[config.mk]
export PLATFORM = sky130hd
export DESIGN_NAME = alu_operand_issue_flat
export DESIGN_NICKNAME = d
export VERILOG_FILES = /design/src/rtl/alu_operand_issue_if.sv /design/src/rtl/alu_operand_issue.sv /design/src/flat_wrapper.sv
export SDC_FILE = /design/constraint.sdc
export NUM_CORES = 1
export LEC_CHECK = 0
export CAP_MARGIN = 20
export CORE_MARGIN = 1
export CORE_UTILIZATION = 50
export CTS_BUF_LIST = sky130_fd_sc_hd__clkbuf_16
export DETAILED_ROUTE_END_ITERATION = 7
export PLACE_DENSITY = 0.75
export RECOVER_POWER = 100
export SYNTH_ARGS = -nofsm -noshare
export SYNTH_HDL_FRONTEND = slang
export SYNTH_SLANG_ARGS = --single-unit
[constraint.sdc]
create_clock -name clk -period 3.1 [get_ports clk]
set_clock_uncertainty 0.2 [all_clocks]
set_input_delay 0.465 -clock clk [delete_from_list [all_inputs] [get_ports clk]]
set_output_delay 0.465 -clock clk [all_outputs]
set_load 0.03 [all_outputs]
[src/rtl/alu_operand_issue_if.sv]
// rtl/alu_operand_issue_if.sv - op request bundle between requester and the operand issue stage
interface alu_operand_issue_if #(
   parameter int DATA_W = 8,
   parameter int REG_AW = 3
);
   logic              in_valid;
   logic              in_ready;
   logic [1:0]        in_op;
   logic [REG_AW-1:0] in_rs1;
   logic [REG_AW-1:0] in_rs2;
   logic              in_imm_en;
   logic [DATA_W-1:0] in_imm;
   logic [REG_AW-1:0] in_rd;

   modport master (
      output in_valid, in_op, in_rs1, in_rs2, in_imm_en, in_imm, in_rd,
      input  in_ready
   );

   modport slave (
      input  in_valid, in_op, in_rs1, in_rs2, in_imm_en, in_imm, in_rd,
      output in_ready
   );
endinterface

[src/rtl/alu_operand_issue.sv]
// rtl/alu_operand_issue.sv - operand fetch, issue and write-back around a combinational ALU
// Ops are serialized IDLE -> EXEC -> WB, so the register file never sees a hazard.
module alu_operand_issue #(
   parameter int DATA_W = 8,
   parameter int NREG   = 8,
   parameter int REG_AW = 3
) (
   input  logic                 clk,
   input  logic                 rst_n,
   alu_operand_issue_if.slave   req,
   output logic [DATA_W-1:0]    alu_src_a,
   output logic [DATA_W-1:0]    alu_src_b,
   output logic [1:0]           alu_ctrl,
   input  logic [DATA_W-1:0]    alu_result,
   input  logic                 alu_zero,
   output logic                 wb_valid,
   output logic [REG_AW-1:0]    wb_rd,
   output logic [DATA_W-1:0]    wb_data,
   output logic                 zero_flag,
   input  logic [REG_AW-1:0]    dbg_raddr,
   output logic [DATA_W-1:0]    dbg_rdata
);
   typedef enum logic [1:0] {S_IDLE, S_EXEC, S_WB} state_t;

   state_t            state_q, state_d;
   logic [DATA_W-1:0] regs_q [NREG];
   logic [DATA_W-1:0] regs_d [NREG];
   logic [DATA_W-1:0] src_a_q, src_a_d;
   logic [DATA_W-1:0] src_b_q, src_b_d;
   logic [1:0]        ctrl_q, ctrl_d;
   logic [REG_AW-1:0] rd_q, rd_d;
   logic [DATA_W-1:0] wb_data_q, wb_data_d;
   logic              wb_valid_q, wb_valid_d;
   logic              zero_cap_q, zero_cap_d;
   logic              zero_flag_q, zero_flag_d;

   assign req.in_ready = rst_n && (state_q == S_IDLE);

   always_comb begin
      state_d     = state_q;
      regs_d      = regs_q;
      src_a_d     = src_a_q;
      src_b_d     = src_b_q;
      ctrl_d      = ctrl_q;
      rd_d        = rd_q;
      wb_data_d   = wb_data_q;
      wb_valid_d  = 1'b0;
      zero_cap_d  = zero_cap_q;
      zero_flag_d = zero_flag_q;
      case (state_q)
         S_IDLE: begin
            if (req.in_valid) begin
               src_a_d = regs_q[req.in_rs1];
               src_b_d = req.in_imm_en ? req.in_imm : regs_q[req.in_rs2];
               ctrl_d  = req.in_op;
               rd_d    = req.in_rd;
               state_d = S_EXEC;
            end
         end
         S_EXEC: begin
            wb_data_d  = alu_result;
            zero_cap_d = alu_zero;
            wb_valid_d = 1'b1;
            state_d    = S_WB;
         end
         S_WB: begin
            // r0 is never written so it reads back as zero without a read-side mux
            if (rd_q != '0) begin
               regs_d[rd_q] = wb_data_q;
            end
            zero_flag_d = zero_cap_q;
            state_d     = S_IDLE;
         end
         default: state_d = S_IDLE;
      endcase
   end

   always_ff @(posedge clk) begin
      if (!rst_n) begin
         state_q     <= S_IDLE;
         regs_q      <= '{default: '0};
         src_a_q     <= '0;
         src_b_q     <= '0;
         ctrl_q      <= '0;
         rd_q        <= '0;
         wb_data_q   <= '0;
         wb_valid_q  <= 1'b0;
         zero_cap_q  <= 1'b0;
         zero_flag_q <= 1'b0;
      end else begin
         state_q     <= state_d;
         regs_q      <= regs_d;
         src_a_q     <= src_a_d;
         src_b_q     <= src_b_d;
         ctrl_q      <= ctrl_d;
         rd_q        <= rd_d;
         wb_data_q   <= wb_data_d;
         wb_valid_q  <= wb_valid_d;
         zero_cap_q  <= zero_cap_d;
         zero_flag_q <= zero_flag_d;
      end
   end

   assign alu_src_a = src_a_q;
   assign alu_src_b = src_b_q;
   assign alu_ctrl  = ctrl_q;
   assign wb_valid  = wb_valid_q;
   assign wb_rd     = rd_q;
   assign wb_data   = wb_data_q;
   assign zero_flag = zero_flag_q;
   assign dbg_rdata = regs_q[dbg_raddr];
endmodule

[src/flat_wrapper.sv]
// flat-port wrapper written by rule: the top's interface ports become plain ports
module alu_operand_issue_flat 
#(
   parameter int DATA_W = 8,
   parameter int NREG   = 8,
   parameter int REG_AW = 3
)
  (clk, rst_n, alu_src_a, alu_src_b, alu_ctrl, alu_result, alu_zero, wb_valid, wb_rd, wb_data, zero_flag, dbg_raddr, dbg_rdata, req_in_valid, req_in_op, req_in_rs1, req_in_rs2, req_in_imm_en, req_in_imm, req_in_rd, req_in_ready);
  alu_operand_issue_if #(.DATA_W(DATA_W), .REG_AW(REG_AW)) req_i ();
  input  logic clk;
  input  logic rst_n;
  output logic [DATA_W-1:0] alu_src_a;
  output logic [DATA_W-1:0] alu_src_b;
  output logic [1:0] alu_ctrl;
  input  logic [DATA_W-1:0] alu_result;
  input  logic alu_zero;
  output logic wb_valid;
  output logic [REG_AW-1:0] wb_rd;
  output logic [DATA_W-1:0] wb_data;
  output logic zero_flag;
  input  logic [REG_AW-1:0] dbg_raddr;
  output logic [DATA_W-1:0] dbg_rdata;
  input wire logic [$bits(req_i.in_valid)-1:0] req_in_valid;
  input wire logic [$bits(req_i.in_op)-1:0] req_in_op;
  input wire logic [$bits(req_i.in_rs1)-1:0] req_in_rs1;
  input wire logic [$bits(req_i.in_rs2)-1:0] req_in_rs2;
  input wire logic [$bits(req_i.in_imm_en)-1:0] req_in_imm_en;
  input wire logic [$bits(req_i.in_imm)-1:0] req_in_imm;
  input wire logic [$bits(req_i.in_rd)-1:0] req_in_rd;
  output wire logic [$bits(req_i.in_ready)-1:0] req_in_ready;
  assign req_i.in_valid = req_in_valid;
  assign req_i.in_op = req_in_op;
  assign req_i.in_rs1 = req_in_rs1;
  assign req_i.in_rs2 = req_in_rs2;
  assign req_i.in_imm_en = req_in_imm_en;
  assign req_i.in_imm = req_in_imm;
  assign req_i.in_rd = req_in_rd;
  assign req_in_ready = req_i.in_ready;
  alu_operand_issue #(.DATA_W(DATA_W), .NREG(NREG), .REG_AW(REG_AW)) u_core (.clk(clk), .rst_n(rst_n), .req(req_i), .alu_src_a(alu_src_a), .alu_src_b(alu_src_b), .alu_ctrl(alu_ctrl), .alu_result(alu_result), .alu_zero(alu_zero), .wb_valid(wb_valid), .wb_rd(wb_rd), .wb_data(wb_data), .zero_flag(zero_flag), .dbg_raddr(dbg_raddr), .dbg_rdata(dbg_rdata));
endmodule
==> results of run 1 <==
stage by stage:
stage	std cells	power, mW	worst slack, ns	setup TNS, ns
2_1_floorplan	502	1.55	0.674	0
3_3_place_gp	680	1.68	-0.138	-0.752
3_5_place_dp	680	1.69	-0.144	-0.852
4_1_cts	696	2.82	0.0850	0
5_1_grt	697	2.90	0.0440	0
6_report	697	2.80	0.100	0
metal layers:
layer	part of all wire, %	up-vias	GRT usage, %
met5	0	-	0
met4	2.8	0	9.39
met3	7.3	32	6.20
met2	49	192	44.9
met1	41	2033	33.5
li1	-	1921	-
layout make-up:
type / count / area (sq um) / share of cell area (%)
clock inverter: 7 / 76.3 / 1.22
inverter: 2 / 7.51 / 0.120
clock buffer: 9 / 225 / 3.61
multi-input combinational: 360 / 2980 / 47.7
timing repair buffer: 88 / 827 / 13.3
sequential: 98 / 1960 / 31.4
tap: 133 / 166 / 2.67
cell usage after synthesis, types with 8 or more instances:
cell | n | area (sq um)
dfxtp_1 | 98 | 1960
mux2i_1 | 65 | 651
nor2b_1 | 54 | 338
nand2_1 | 48 | 180
mux2_2 | 46 | 518
clkbuf_1 | 23 | 86.3
a21boi_0 | 22 | 165
mux4_2 | 20 | 450
o22ai_1 | 16 | 100
o21ai_0 | 14 | 70.1
a21oi_1 | 12 | 60.1
and2_1 | 11 | 68.8
nand2b_1 | 8 | 50.1
o31ai_1 | 8 | 60.1
placed cells by master (no fill, tap or decap), types with 3 or more instances in the layout:
master and instances:
o31ai_1 8, inv_6 3, o211ai_1 4, a2bb2oi_1 4
mux2i_1 65, and2_1 6, clkbuf_16 9, dfxtp_1 98
inv_1 3, mux4_2 20, nand2b_1 8, clkbuf_1 4
clkdlybuf4s50_1 32, a21boi_0 22, a21oi_1 12, o22ai_1 16
buf_4 9, dlygate4sd2_1 7, mux2_2 46, o21ai_0 14
a221oi_1 4, nand2_1 51, a32o_1 4, and2_0 5
nor2_1 4, dlygate4sd3_1 33, nor2b_1 54
critical path: cells and delay by family:
kind | cells | cell delay, ns
buf+inv | 3 | 1.07
mux | 2 | 0.80
sequential cells by signal, indices dropped and copies added (netlist names):
register	count
u_core.zero_flag	1
u_core.regs_q	64
u_core.alu_src_b	8
u_core.alu_src_a	8
u_core.zero_cap_q	1
u_core.wb_rd	3
u_core.alu_ctrl	2
u_core.state_q	2
u_core.wb_data	8
u_core.wb_valid	1
timing repair:
action | 4_1_cts | 5_1_grt
setup buffers | 0 | 0
endpoints found under the setup margin | 7 | 0
gates resized for setup | 7 | 0
worst min-delay path by stage:
stage                                    from                  end  slack, ns  depth (start not counted)
after floorplan             u_core.zero_cap_q    u_core.zero_cap_q       0.24                          2
after CTS                 u_core.alu_src_a[4]  u_core.alu_src_a[4]       0.27                          2
final                     u_core.alu_src_b[4]  u_core.alu_src_b[4]       0.26                          1
after detailed placement  u_core.alu_src_b[2]  u_core.alu_src_b[2]       0.25                          1
after global routing      u_core.alu_src_a[5]  u_core.alu_src_a[5]       0.28                          2
after global placement    u_core.alu_src_a[4]  u_core.alu_src_a[4]       0.24                          2
power groups by stage:
stage / logic (mW) / registers [mW] / clock network [mW]
2_1_floorplan: 0.173 / 1.37 / 0
3_3_place_gp: 0.338 / 1.34 / 0
3_5_place_dp: 0.344 / 1.35 / 0
4_1_cts: 0.345 / 1.32 / 1.16
5_1_grt: 0.355 / 1.32 / 1.23
6_report: 0.336 / 1.31 / 1.15
cells by family (layout without fill, tap and decap cells):
family                 after synthesis  after routing  synth area share, %
flip-flops                          98             98                 37.8
AND/OR/NAND/NOR                    137            137                 14.8
multiplexers                       133            133                 31.6
buffers and inverters               44            106                 4.17
AO/OA/AOI/OAI                       90             90                 11.7
==> results_dict.tcl, run 1 <==
set metrics [dict create \
    status "finished, violations left" \
    violations "max-capacitance violations, max-slew violations" \
    io_pins 75 \
    die_h_um 104 \
    ir_drop_uv 264 \
    worst_pin_slew_ns 1.75 \
    r2r-end "u_core.regs_q[24]" \
    drive_gt1_share_pct 17.0 \
    h-tree-depth 3 \
    startpoint "dbg_raddr[0]" \
    rr_worst_depth 4 \
    worst_setup_path_start_kind "input port" \
    fmax_mhz 333 \
    cp-end-kind "primary output" \
    grt_pass1_wl_um 22300 \
    p_int_mw 2.07 \
    grt_pass1_vias 4097 \
    crit_end "dbg_rdata[1]" \
    num_vias 4178 \
    grt_overflow 0 \
    syn2layout_area_growth_pct 20.2 \
    grt_max_degree 53 \
    finalHoldViolCount 0 \
    hp-class "reg2reg" \
    ctsLongestPathBuffers 2 \
    layout_min_cycle_time_ns 3.00 \
    cts.root.buffer_cell "clkbuf_16" \
    wl_per_cell_um 20.6 \
    antenna_found_initial 0 \
    die_w_um 104 \
    async_reset_ff_share_pct 0 \
    cp_max_fo 7 \
    maxCapViolCount 2 \
    synth_edf_count 0 \
    cts.sinks 98 \
    timing.rr.start "u_core.state_q[1]" \
    setup_violations 0 \
    timing_worst_setup_path_type "in2out" \
    n_antenna_cell 0 \
    synthesis.nets 537 \
    num_rows 36 \
    cts-buffers-inserted 9 \
    syn_inst 502 \
    coreArea_sq_um 9910 \
    p_seq_share_pct 46.8 \
    holdBufCountCts 0 \
    final_util_pct 63.0 \
    drc 0 \
    synth.avg_cell_area_sq_um 10.3 \
    cp_slowest_cell "mux4_2" \
    syn_area_sq_um 5190 \
    place_hpwl_um 9670 \
    p_switching_uw 736 \
    cts_tree "done" \
    clkPwrFrac_pct 41.2 \
    rrSetupSlack_ns 0.33 \
    comb_power_share_pct 12.0 \
    gp_congestion 0.923 \
    initial_core_util_pct 52.4 \
    fill_cells 843 \
    yosysWarnings 0 \
    routed_wirelength_um 14300 \
    swShare_pct 26.2 \
    drtIter0Drc 233 \
    drv_slew 62 \
    synth_seq_cells 98 \
    power.leakage_nw 2.56 \
    ant_nets 0 \
    crit_path_max_incr_delay_ns 0.51 \
    drt_first_pass_iters 5 \
    port_buffers 74 \
    synth_cell_types 37 \
    clk_latency_ns 0.34 \
    worstPathRequired_ns 2.43 \
    whs_ns 0.262 \
    crit_chain "clkdlybuf4s50_1 > clkbuf_4 > mux4_2 > mux2_2 > dlygate4sd2_1" \
    die_area_sq_um 10800 \
    path_clk_slew_ns 0.07 \
    stdcell_area_sq_um 6240 \
    vias_per_cell 5.99 \
    critPathArrivalTime_ns 2.33 \
    maxSlewHeadroom_pct -16.9 \
    synth.yosys.seq_area_share_pct 37.8 \
    post_dp_cell_area_sq_um 6010 \
    rsz0062_at_grt "no" \
    power_density_nw_per_um2 449 \
    yosys_most_used_dff "dfxtp_1" \
    final_nets 594 \
    post-route-period-util_pct 96.8 \
    grtUsageTotal_pct 26.7 \
]
No activity file was read; power rests on OpenSTA's default activity.
==> run 2, diff against run 1 <==
--- a/config.mk
+++ b/config.mk
@@ -7,10 +7,10 @@
 export LEC_CHECK = 0
 export CAP_MARGIN = 20
 export CORE_MARGIN = 1
-export CORE_UTILIZATION = 50
+export CORE_UTILIZATION = 25
 export CTS_BUF_LIST = sky130_fd_sc_hd__clkbuf_16
 export DETAILED_ROUTE_END_ITERATION = 7
-export PLACE_DENSITY = 0.75
+export PLACE_DENSITY = 0.44
 export RECOVER_POWER = 100
 export SYNTH_ARGS = -nofsm -noshare
 export SYNTH_HDL_FRONTEND = slang
==> results_dict.tcl, run 2 (synthesis results as in run 1) <==
set metrics [dict create \
    p_seq_share_pct 47.7 \
    p_switching_uw 712 \
    fill_cells 2107 \
    die_h_um 146 \
    worst_setup_path_start_kind "input port" \
    post-cts-setup-buffers 0 \
    vias_per_cell 4.82 \
    grt_overflow 0 \
    crit_end "dbg_rdata[5]" \
    timing_worst_setup_path_type "in2out" \
    timing.rr.start "u_core.state_q[1]" \
    wl_met3_um 1060 \
    finalHoldViolCount 0 \
    ant_nets 0 \
    status "complete, no violations" \
    power.leakage_nw 2.52 \
    grt_pass1_wl_um 24100 \
    h-tree-depth 3 \
    rsz0062_at_grt "no" \
    initial_core_util_pct 25.6 \
    place_hpwl_um 11100 \
    worst_pin_slew_ns 1.42 \
    post-route-period-util_pct 95.8 \
    drt_first_pass_iters 4 \
    grt_pass1_vias 3982 \
    finalSetupTns_ns 0 \
    grtUsageTotal_pct 15.0 \
    die_area_sq_um 21300 \
    drv_slew 0 \
    syn2layout_area_growth_pct 22.6 \
    cp_max_fo 16 \
    io_pins 75 \
    maxCapViolCount 0 \
    startpoint "dbg_raddr[0]" \
    swShare_pct 25.8 \
    final_common_cell "dfxtp_1" \
    final_cell_mix "dfxtp_1 (98), mux2i_1 (65), nor2b_1 (54), nand2_1 (50), mux2_2 (46)" \
    comb_power_share_pct 12.2 \
    maxSlewHeadroom_pct 4.51 \
    clkPwrFrac_pct 40.2 \
    drive_gt1_share_pct 18.2 \
    drc 0 \
    ctsLongestPathBuffers 2 \
    cp-end-kind "primary output" \
    fmax_mhz 337 \
    port_buffers 74 \
    layout_min_cycle_time_ns 2.97 \
    coreArea_sq_um 20300 \
    r2r-end "u_core.regs_q[28]" \
    clk_latency_ns 0.35 \
    path_clk_slew_ns 0.07 \
    cts.root.buffer_cell "clkbuf_16" \
    num_rows 52 \
    hp-class "reg2reg" \
    cts.sinks 98 \
    gp_congestion 0.783 \
    met1_length_um 7110 \
    n_antenna_cell 0 \
    worstPathRequired_ns 2.43 \
    highest_layer "met4" \
    largest-register "u_core.regs_q" \
    grt_max_degree 87 \
    drtIter0Drc 210 \
    rrSetupSlack_ns 0.51 \
    die_w_um 146 \
    post_dp_cell_area_sq_um 6140 \
    critPathArrivalTime_ns 2.30 \
    wl_per_cell_um 18.9 \
    stdcell_area_sq_um 6370 \
    cts_tree "done" \
    final_nets 591 \
    power_density_nw_per_um2 434 \
    dr_wl_met2_um 7110 \
    num_vias 3998 \
    ir_drop_uv 274 \
    holdBufCountCts 0 \
    p_int_mw 2.05 \
    design_power_total_mw 2.76 \
    cts.repair.resized 0 \
    routed_wirelength_um 15600 \
    rr_worst_depth 4 \
    antenna_found_initial 0 \
    setup_violations 0 \
    largest_register_ffs 64 \
    cts-buffers-inserted 9 \
]
## run 2: changes by cell type in the layout (fill, tap and decap cells not counted), sizes merged
| cell | before | now |
|---|---|---|
| clkinv | 1 | 3 |
| clkinvlp | 1 | 2 |
| dlygate4sd2 | 7 | 0 |
| buf | 10 | 13 |
| inv | 6 | 2 |
| clkbuf | 15 | 16 |
## run 2: stage by stage
stage	instances	setup WS, ns	util [%]	hold WS [ns]
6_report	830	0.131	31.4	0.265
5_1_grt	830	0.0775	31.4	0.287
4_1_cts	830	0.180	31.7	0.275
3_5_place_dp	815	0.178	30.3	0.249
3_3_place_gp	815	0.207	30.3	0.246
2_1_floorplan	502	0.674	-	0.243
## run 2: per-layer routing
metal,up-vias,track usage (%)
li1,1915,-
met1,1944,19.5
met2,118,23.5
met3,21,4.75
met4,0,5.10
met5,-,0
## run 2: layout make-up
| class | count | area [sq um] | area share, % |
|---|---|---|---|
| clock inverters | 6 | 58.8 | 0.924 |
| flip-flops and latches | 98 | 1960 | 30.8 |
| repair buffers | 85 | 792 | 12.4 |
| multi-input cells | 360 | 2980 | 46.9 |
| clock buffers | 9 | 225 | 3.54 |
| inverters | 2 | 7.51 | 0.118 |
| well taps | 270 | 338 | 5.31 |
## run 2: worst max-delay path, cell delays in order
cell and delay, ns:
dlygate4sd3_1 0.61, buf_12 0.21, mux4_2 0.52, mux2_2 0.31, buf_4 0.18
## run 2: worst min-delay path by stage
stage                        startpoint             endpoint  slack (ns)  cells after the start
floorplan             u_core.zero_cap_q    u_core.zero_cap_q        0.24                      2
global placement    u_core.alu_src_a[3]  u_core.alu_src_a[3]        0.25                      2
detailed placement  u_core.alu_src_a[7]  u_core.alu_src_a[7]        0.25                      2
CTS                   u_core.zero_cap_q    u_core.zero_cap_q        0.27                      2
global route        u_core.alu_src_b[3]  u_core.alu_src_b[3]        0.29                      1
finish              u_core.alu_src_a[3]  u_core.alu_src_a[3]        0.26                      2
## run 2: power groups by stage
stage,sequential [mW],combinational [mW],clock [mW]
after global routing,1.32,0.360,1.20
final,1.32,0.336,1.11
after CTS,1.32,0.352,1.15
after floorplan,1.37,0.173,0
after global placement,1.35,0.349,0
after detailed placement,1.35,0.351,0
